**src/rtl/adc_lvds_ser_emu_pkg.sv**
```systemverilog
// -----------------------------------------------------------------------------
// adc_lvds_ser_emu_pkg
// Shared definitions for the ADC LVDS serializer emulator: mode encodings,
// frame geometry, frame state encodings, lane word-source select and the
// signed saturation clamp. The saturation limits match those used by the
// receiving deserializer so loopback comparisons line up.
// No ports (package).
// -----------------------------------------------------------------------------
package adc_lvds_ser_emu_pkg;

    // Output-word generation mode, sampled once per frame at the load edge.
    typedef enum logic [1:0] {
        MODE_PASS  = 2'd0,
        MODE_RAMP  = 2'd1,
        MODE_FIXED = 2'd2,
        MODE_SAT   = 2'd3
    } mode_e;

    // Top-level frame state.
    typedef enum logic [0:0] {
        ST_TRAIN = 1'b0,
        ST_RUN   = 1'b1
    } state_e;

    // Where a lane takes its next 16-bit word from at the load edge.
    typedef enum logic [1:0] {
        SRC_GEN  = 2'd0,  // word generated by the top (training, ramp, fixed)
        SRC_HOLD = 2'd1,  // holding register contents
        SRC_PREV = 2'd2   // repeat of the word sent in the previous frame
    } src_e;

    // Bits per lane per frame, and the bit index where the frame clock falls.
    localparam int DESERF     = 8;
    localparam int HALFDESERF = 4;

    // Saturation limits shared with the receiver.
    localparam logic signed [15:0] PMAX_DEF = 16'sd7000;
    localparam logic signed [15:0] NMAX_DEF = -16'sd7000;

    // Clamp a two's-complement sample into [nmax, pmax].
    function automatic logic [15:0] sat_clamp(input logic [15:0]        word,
                                              input logic signed [15:0] pmax,
                                              input logic signed [15:0] nmax);
        logic signed [15:0] sample;
        sample = signed'(word);
        if (sample > pmax) begin
            return pmax;
        end else if (sample < nmax) begin
            return nmax;
        end else begin
            return word;
        end
    endfunction

endpackage

```
**src/rtl/adc_lvds_ser_emu_lane_ser.sv**
```systemverilog
// -----------------------------------------------------------------------------
// adc_lane_ser
// One channel of the serializer: picks the frame word at the load edge,
// optionally clamps it, remembers it for underrun repeats and shifts it out
// MSB first on two lanes (bits 15:8 and bits 7:0 in parallel).
//
// Ports:
//   clk        in  1   bit clock
//   reset      in  1   synchronous, active-high
//   load_en    in  1   load edge (last bit of the frame)
//   clamp_en   in  1   clamp the selected word to [NMAX, PMAX]
//   src_sel    in  2   word source, src_e encoding
//   gen_word   in  16  word generated by the top (training / ramp / fixed)
//   hold_word  in  16  holding register contents for this channel
//   lane       out 2   [1] = bits 15:8 serial, [0] = bits 7:0 serial
// -----------------------------------------------------------------------------
module adc_lane_ser
    import adc_lvds_ser_emu_pkg::*;
#(
    parameter logic signed [15:0] PMAX = PMAX_DEF,
    parameter logic signed [15:0] NMAX = NMAX_DEF
) (
    input  logic        clk,
    input  logic        reset,
    input  logic        load_en,
    input  logic        clamp_en,
    input  logic [1:0]  src_sel,
    input  logic [15:0] gen_word,
    input  logic [15:0] hold_word,
    output logic [1:0]  lane
);

    logic [7:0]  hi_sreg_r;
    logic [7:0]  lo_sreg_r;
    logic [15:0] prev_word_r;
    logic [15:0] raw_word_s;
    logic [15:0] next_word_s;

    // Select the word for the next frame and apply the optional clamp.
    always_comb begin
        raw_word_s  = gen_word;
        next_word_s = gen_word;
        case (src_e'(src_sel))
            SRC_GEN:  raw_word_s = gen_word;
            SRC_HOLD: raw_word_s = hold_word;
            SRC_PREV: raw_word_s = prev_word_r;
            default:  raw_word_s = gen_word;
        endcase
        if (clamp_en) begin
            next_word_s = sat_clamp(raw_word_s, PMAX, NMAX);
        end else begin
            next_word_s = raw_word_s;
        end
    end

    // Shift registers and previous-word store; the stored word is the one
    // actually sent, so an underrun repeats exactly what went out last.
    always_ff @(posedge clk) begin
        if (reset) begin
            hi_sreg_r   <= 8'h00;
            lo_sreg_r   <= 8'h00;
            prev_word_r <= 16'h0000;
        end else if (load_en) begin
            hi_sreg_r   <= next_word_s[15:8];
            lo_sreg_r   <= next_word_s[7:0];
            prev_word_r <= next_word_s;
        end else begin
            hi_sreg_r   <= {hi_sreg_r[6:0], 1'b0};
            lo_sreg_r   <= {lo_sreg_r[6:0], 1'b0};
        end
    end

    assign lane = {hi_sreg_r[7], lo_sreg_r[7]};

endmodule

```
**src/rtl/adc_lvds_ser_emu.sv**
```systemverilog
// -----------------------------------------------------------------------------
// adc_lvds_ser_emu
// Transmit-side emulation of the ADC LVDS link: four 16-bit channels, each
// serialized on two lanes, one bit per GCLK cycle, with frame clock and data
// clock. Sends TRAIN_FRAMES training frames after reset, then pass-through,
// ramp, fixed or saturated pass-through words selected by `mode`.
//
// Ports:
//   GCLK          in  1   bit clock, one serial bit per cycle
//   RESET         in  1   synchronous, active-high
//   mode          in  2   0 pass, 1 ramp, 2 fixed TEST_WORD, 3 pass + clamp
//   in_valid      in  1   data_X_in valid
//   in_ready      out 1   holding register empty (always 1 in modes 1, 2)
//   data_X_in     in  16  channel samples, two's complement (X = A..D)
//   DCHX_out      out 2   [1] bits 15:8, [0] bits 7:0, MSB first
//   FCLK_out      out 1   high for bits 0-3 of the frame, low for bits 4-7
//   DCLK_out      out 1   data clock, high on odd bit positions
//   training      out 1   training frames in progress
//   underrun_cnt  out 16  frames that repeated the previous word, saturating
//
// RAMP_SEED is the reset value of the ramp generator; 0 in normal use.
// -----------------------------------------------------------------------------
module adc_lvds_ser_emu
    import adc_lvds_ser_emu_pkg::*;
#(
    parameter int                 TRAIN_FRAMES = 16,
    parameter logic [15:0]        TRAIN_WORD   = 16'h5A3C,
    parameter logic [15:0]        TEST_WORD    = 16'hA5C3,
    parameter logic signed [15:0] PMAX         = PMAX_DEF,
    parameter logic signed [15:0] NMAX         = NMAX_DEF,
    parameter logic [15:0]        RAMP_SEED    = 16'h0000
) (
    input  logic        GCLK,
    input  logic        RESET,
    input  logic [1:0]  mode,
    input  logic        in_valid,
    output logic        in_ready,
    input  logic [15:0] data_A_in,
    input  logic [15:0] data_B_in,
    input  logic [15:0] data_C_in,
    input  logic [15:0] data_D_in,
    output logic [1:0]  DCHA_out,
    output logic [1:0]  DCHB_out,
    output logic [1:0]  DCHC_out,
    output logic [1:0]  DCHD_out,
    output logic        FCLK_out,
    output logic        DCLK_out,
    output logic        training,
    output logic [15:0] underrun_cnt
);

    localparam int             TCW           = (TRAIN_FRAMES < 1) ? 1 : $clog2(TRAIN_FRAMES + 1);
    localparam logic [TCW-1:0] TRAIN_LAST    = TCW'(TRAIN_FRAMES);
    localparam logic [2:0]     BIT_LAST      = 3'(DESERF - 1);
    localparam logic [2:0]     BIT_FCLK_FALL = 3'(HALFDESERF - 1);

    logic [2:0]     bit_cnt_r;
    logic [2:0]     bit_cnt_next_s;
    state_e         state_r;
    state_e         state_next_s;
    logic [TCW-1:0] train_cnt_r;
    logic [TCW-1:0] train_cnt_next_s;
    mode_e          mode_r;
    mode_e          mode_in_s;
    mode_e          mode_next_s;

    logic           hold_full_r;
    logic           hold_full_next_s;
    logic [15:0]    hold_r [4];
    logic [15:0]    data_in_s [4];

    logic           in_ready_r;
    logic           training_r;
    logic           fclk_r;
    logic           dclk_r;
    logic [15:0]    ramp_r;
    logic [15:0]    underrun_r;

    logic           load_s;
    logic           run_load_s;
    logic           pass_sel_s;
    logic           accept_s;
    logic           store_s;
    logic           consume_s;
    logic           underrun_s;
    logic           clamp_en_s;
    logic [1:0]     src_sel_s;
    logic [15:0]    gen_word_s [4];
    logic [1:0]     lane_s [4];

    assign data_in_s[0] = data_A_in;
    assign data_in_s[1] = data_B_in;
    assign data_in_s[2] = data_C_in;
    assign data_in_s[3] = data_D_in;

    // Frame-level strobes; `mode` is only looked at on the load edge.
    always_comb begin
        bit_cnt_next_s = bit_cnt_r + 3'd1;
        load_s         = (bit_cnt_r == BIT_LAST);
        mode_in_s      = mode_e'(mode);
        mode_next_s    = load_s ? mode_in_s : mode_r;
        run_load_s     = load_s && (state_next_s == ST_RUN);
        pass_sel_s     = (mode_in_s == MODE_PASS) || (mode_in_s == MODE_SAT);
        consume_s      = run_load_s && pass_sel_s && hold_full_r;
        underrun_s     = run_load_s && pass_sel_s && !hold_full_r;
        accept_s       = in_valid && in_ready_r;
        // Modes 1 and 2 accept and drop data, so only the pass modes store.
        store_s        = accept_s && ((mode_r == MODE_PASS) || (mode_r == MODE_SAT));
    end

    // Next state: leave training at the load edge that would start frame
    // TRAIN_FRAMES, so that very frame already carries run-mode data.
    always_comb begin
        state_next_s     = state_r;
        train_cnt_next_s = train_cnt_r;
        case (state_r)
            ST_TRAIN: begin
                if (load_s) begin
                    if (train_cnt_r == TRAIN_LAST) begin
                        state_next_s = ST_RUN;
                    end else begin
                        train_cnt_next_s = train_cnt_r + TCW'(1);
                    end
                end else begin
                    state_next_s = ST_TRAIN;
                end
            end
            ST_RUN:  state_next_s = ST_RUN;
            default: state_next_s = ST_TRAIN;
        endcase
    end

    // Holding-register occupancy. Store and consume cannot coincide: in the
    // pass modes a store needs an empty register and a consume a full one.
    always_comb begin
        hold_full_next_s = hold_full_r;
        if (store_s) begin
            hold_full_next_s = 1'b1;
        end else if (consume_s) begin
            hold_full_next_s = 1'b0;
        end else begin
            hold_full_next_s = hold_full_r;
        end
    end

    // Word source for the frame about to be loaded, common to all channels
    // except the per-channel ramp offset.
    always_comb begin
        src_sel_s  = SRC_GEN;
        clamp_en_s = 1'b0;
        for (int k = 0; k < 4; k++) begin
            gen_word_s[k] = TRAIN_WORD;
        end
        if (state_next_s == ST_RUN) begin
            case (mode_in_s)
                MODE_PASS, MODE_SAT: begin
                    src_sel_s  = hold_full_r ? SRC_HOLD : SRC_PREV;
                    clamp_en_s = (mode_in_s == MODE_SAT);
                end
                MODE_RAMP: begin
                    for (int k = 0; k < 4; k++) begin
                        gen_word_s[k] = ramp_r + 16'(k);
                    end
                end
                MODE_FIXED: begin
                    for (int k = 0; k < 4; k++) begin
                        gen_word_s[k] = TEST_WORD;
                    end
                end
                default: begin
                    src_sel_s = SRC_GEN;
                end
            endcase
        end else begin
            src_sel_s = SRC_GEN;
        end
    end

    // Bit counter, frame state, sampled mode and training flag.
    always_ff @(posedge GCLK) begin
        if (RESET) begin
            bit_cnt_r   <= BIT_LAST;
            state_r     <= ST_TRAIN;
            train_cnt_r <= '0;
            mode_r      <= MODE_PASS;
            training_r  <= 1'b1;
        end else begin
            bit_cnt_r   <= bit_cnt_next_s;
            state_r     <= state_next_s;
            train_cnt_r <= train_cnt_next_s;
            mode_r      <= mode_next_s;
            training_r  <= (state_next_s == ST_TRAIN);
        end
    end

    // Holding register and its handshake; in_ready mirrors the next
    // occupancy so it is registered yet never stale.
    always_ff @(posedge GCLK) begin
        if (RESET) begin
            hold_full_r <= 1'b0;
            in_ready_r  <= 1'b0;
            for (int k = 0; k < 4; k++) begin
                hold_r[k] <= 16'h0000;
            end
        end else begin
            hold_full_r <= hold_full_next_s;
            in_ready_r  <= (mode_next_s == MODE_RAMP) || (mode_next_s == MODE_FIXED) ||
                           !hold_full_next_s;
            if (store_s) begin
                for (int k = 0; k < 4; k++) begin
                    hold_r[k] <= data_in_s[k];
                end
            end
        end
    end

    // Frame clock, data clock, ramp generator and underrun counter.
    // DCLK follows the low bit of the counter it is about to hold, so it is
    // high on odd bit positions and toggles on every edge in steady state.
    always_ff @(posedge GCLK) begin
        if (RESET) begin
            fclk_r     <= 1'b0;
            dclk_r     <= 1'b0;
            ramp_r     <= RAMP_SEED;
            underrun_r <= 16'h0000;
        end else begin
            if (load_s) begin
                fclk_r <= 1'b1;
            end else if (bit_cnt_r == BIT_FCLK_FALL) begin
                fclk_r <= 1'b0;
            end
            dclk_r <= bit_cnt_next_s[0];
            if (run_load_s && (mode_in_s == MODE_RAMP)) begin
                ramp_r <= ramp_r + 16'd1;
            end
            if (underrun_s && (underrun_r != 16'hFFFF)) begin
                underrun_r <= underrun_r + 16'd1;
            end
        end
    end

    for (genvar g = 0; g < 4; g++) begin : g_lane
        adc_lane_ser #(
            .PMAX (PMAX),
            .NMAX (NMAX)
        ) u_lane (
            .clk       (GCLK),
            .reset     (RESET),
            .load_en   (load_s),
            .clamp_en  (clamp_en_s),
            .src_sel   (src_sel_s),
            .gen_word  (gen_word_s[g]),
            .hold_word (hold_r[g]),
            .lane      (lane_s[g])
        );
    end

    assign DCHA_out     = lane_s[0];
    assign DCHB_out     = lane_s[1];
    assign DCHC_out     = lane_s[2];
    assign DCHD_out     = lane_s[3];
    assign FCLK_out     = fclk_r;
    assign DCLK_out     = dclk_r;
    assign in_ready     = in_ready_r;
    assign training     = training_r;
    assign underrun_cnt = underrun_r;

endmodule

```
**config.mk**
```make
export PLATFORM = sky130hd
export DESIGN_NAME = adc_lvds_ser_emu
export DESIGN_NICKNAME = d
export VERILOG_FILES = /design/src/rtl/adc_lvds_ser_emu_pkg.sv /design/src/rtl/adc_lvds_ser_emu_lane_ser.sv /design/src/rtl/adc_lvds_ser_emu.sv
export SDC_FILE = /design/constraint.sdc
export NUM_CORES = 1
export LEC_CHECK = 0
export CORE_MARGIN = 3
export CORE_UTILIZATION = 40
export CTS_CLUSTER_DIAMETER = 120
export DETAILED_ROUTE_END_ITERATION = 8
export GPL_TIMING_DRIVEN = 0
export MAX_ROUTING_LAYER = met4
export PLACE_DENSITY = 0.65
export SLEW_MARGIN = 20
export SYNTH_ARGS = -nofsm -noshare
export SYNTH_HDL_FRONTEND = slang
export SYNTH_SLANG_ARGS = --single-unit
```
**constraint.sdc**
```tcl
create_clock -name GCLK -period 7.65 [get_ports GCLK]
set_clock_uncertainty 0.15 [all_clocks]
set_input_delay 0.765 -clock GCLK [delete_from_list [all_inputs] [get_ports GCLK]]
set_output_delay 0.765 -clock GCLK [all_outputs]
set_load 0.03 [all_outputs]
```
==> results.md <==
* Outcome: complete, no violations
* CORE AREA at 29100 µm²
* Yosys warns at 0
* Post-DRT Antenna Nets at 0
* TritonCTS clock tree: yes
* Initial antenna violation count at 0
* Wirelength per Cell at about 26 µm
* Final setup viols at 0
* Required time worst endpoint at just under 8 ns
* First-pass GRT wire length at 69.3 mm
* Final slew viol count at 0
* Synth top cells by count: 176 x dfxtp_1, 146 x nor2_1, 97 x nand2_1, 68 x and2_1
* Port Buffers at 96
* Htree depth at 1
* CP startpoint: bit_cnt_r[0]$_SDFF_PP1_
* Count of maximum capacitance violations at 0
* Total grt overflow at 0
* Largest net degree at the start of global routing at 35
* Vias post-DR at between 10000 and 15000
* Hold_sp: g_lane[2].u_lane.hi_sreg_r[6]$_SDFF_PP0_
* Die Height at between 150 and 200 µm
* IO Count at just under 100
* Final Hold Slack at about 0.28 ns
* Hold Buf Count CTS at 0
* PostCTS Resize Cnt at 0
* Period utilisation layout at 0.890
* Reg2reg setup slack at about 0.85 ns
* Reg-to-reg critical path startpoint: bit_cnt_r[0]$_SDFF_PP1_
* Ys async rst share at 0
* Detail Placement HPWL at 34.8 mm
* Slew @ Worst Pin at ~1.1 ns
* Most used DFF post-synth: dfxtp_1
* Synth Net Count at between 1000 and 1500
* TritonRoute pass-1 iters at 7
* Worst Setup Start Kind: flop
* TritonCTS Sinks at 240
* Detailed Route WL at 47.5 mm
* Root Buffer: clkbuf_16
* Yosys reg bits at 240
* Post-synthesis sequential area ratio at 0.454
* Syn_area_per_cell at between 9 and 10 µm²
* Iter 0 DRT Violations at roughly 1200
* Netlist cell types at 77
* FP Rows at 62
* Mapped Cells at 1299
* Area contributors post-synth: dfxtp_1 29%, edfxtp_1 16%, nor2_1 4.6%, and2_1 3.5%, nand2_1 3.0%
* DIE AREA at 32100 µm²
* Critical path arrival at between 7 and 8 ns
* Setup TNS at 0 ns
* Clock latency on the worst-skew pair at 0.55 ns
* Initial Utilization at 0.412
* Clock Path Buffers at 3
* Die width at ~180 µm
* Count leader, synth: dfxtp_1
* Peak supply drop at roughly 180 µV
* RSZ-0062 raised after global routing: no
* EDFF count, synth at 64
* Lkg Pwr at about 5.2 nW
* Achievable Freq at around 150 MHz
* Cell area after synthesis at approximately 12000 µm²
* Critical path capture point type: flop
* Clock transition at path regs at approximately 0.06 ns
* Final #Nets at 1511
* Final Critical Period at between 6 and 7 ns
* WS Path Type: reg -> reg
* Synth top area share at 0.294
* Routability congestion estimate at roughly 1.1
* Area Overhead vs Synth at 19.6%
* Vias per cell at between 6 and 7
* Total GRT Usage at 0.301
* Layout cells sized above 1 at 0.0817
* Rel. slew slack at 0.281
* PD cells at about 220 nW/µm²
* Hold Fails Final Rpt at 0
* Worst Hold Class: reg -> reg
* Cell taking the most area after synthesis: dfxtp_1
* CTS buffer count at 26
* Post-CTS setup buffers at 0
* Vias in the first global route at between 10000 and 15000
* N_diodes at 0
* Maximum fanout along the worst path at 10
* Utilization after layout at 0.493
* DRC at 0
==> worst max-delay path, stage by stage (launching register included) <==
cell and delay [ns]:
dfxtp_1 0.37, ha_1 0.20, ha_1 0.14, buf_2 0.23
a21o_1 0.39, clkbuf_1 0.74, nand3_1 0.22, ha_1 0.32
buf_2 0.20, buf_2 0.34, buf_1 0.84, nor2_1 0.20
a31oi_1 0.24, o21ai_0 0.20, o21ai_0 0.15, a21oi_1 0.11
o31ai_1 0.22, ha_1 0.28, nand2_1 0.14, clkbuf_1 0.38
o21ai_0 0.27, a32o_1 0.31
==> cells in the final DEF (no fill, tap or decap), types with 16 or more instances in the layout <==
master             n
buf_2             37
a32o_1            33
nand2b_1          16
xor2_1            18
a221oi_1          26
a22oi_1           29
and3_1            20
o21ai_1           18
clkbuf_1          70
clkdlybuf4s50_1   96
ha_1              18
o21ai_0           33
a311oi_1          32
edfxtp_1          64
a21oi_1           64
xnor2_1           40
dfxtp_1          176
clkbuf_16         28
nand2_1           97
nor3_1            21
and2_1            68
nor4_1            16
nor2_1           146
a22o_1            29
inv_1             24
==> per-layer routing <==
layer  track usage  share of wire  routed length [µm]  vias to the layer above
met3        0.0669          0.082                3880                      121
li1              -              -                   -                     5035
met5             -              0                   0                        -
met4         0.122          0.048                2260                        0
met2         0.447           0.43               20500                      519
met1         0.399           0.44               20800                     5442
==> sequential cells by signal, summed over array words and instances (netlist names) <==
register	count
g_lane.u_lane.prev_word_r	64
hold_r	64
g_lane.u_lane.hi_sreg_r	32
g_lane.u_lane.lo_sreg_r	32
ramp_r	16
underrun_cnt	16
train_cnt_r	5
bit_cnt_r	3
mode_r	2
DCLK_out	1
FCLK_out	1
hold_full_r	1
in_ready	1
state_r	1
training	1
==> cell families (layout without fill, tap and decap cells) <==
group | after synthesis | count (layout) | synth area share
AOI/OAI and AO/OA | 377 | 377 | 0.236
xor gates and xnor gates | 58 | 58 | 0.0424
adders and majority gates | 18 | 18 | 0.0188
buffers and inverters | 152 | 297 | 0.0560
DFF | 240 | 240 | 0.454
muxes | 8 | 8 | 0.00668
and+or+nand+nor | 446 | 446 | 0.186
==> where the power goes <==
part / total (mW) / leakage [nW] / switching [mW] / internal (mW)
sequential: 1.46 / 2.11 / 0.0467 / 1.41
combinational: 0.346 / 2.71 / 0.218 / 0.128
clock: 1.31 / 0.429 / 0.535 / 0.774
==> path summary, 6_finish.rpt <==
kind                            cells after the start                                  endpoint
worst max-delay path                               21  g_lane[1].u_lane.lo_sreg_r[5]$_SDFF_PP0_
worst min-delay path                                1  g_lane[2].u_lane.hi_sreg_r[7]$_SDFF_PP0_
worst max register to register                     21  g_lane[1].u_lane.lo_sreg_r[5]$_SDFF_PP0_
worst min register to register                      1  g_lane[2].u_lane.hi_sreg_r[7]$_SDFF_PP0_
==> stage by stage <==
stage	setup slack (ns)	instance area, µm²	instances	power, mW
floorplan	2.91	12000	1299	1.66
global placement	1.12	13400	1779	1.82
detailed placement	1.04	13500	1780	1.82
CTS	1.02	14300	1828	3.12
global route	0.597	14300	1828	3.21
finish	0.845	14300	1828	3.11
==> area by class of cell <==
| type | instances | area (µm²) |
|---|---|---|
| buffer | 127 | 579 |
| clock buffer | 40 | 786 |
| clock inverter | 8 | 95.1 |
| fill | 2819 | 14700 |
| inverter | 25 | 93.8 |
| multi-input combinational | 907 | 5880 |
| sequential | 240 | 5450 |
| tap | 384 | 480 |
| timing repair buffer | 97 | 981 |
Note: power is estimated with default switching activity, not from simulation.
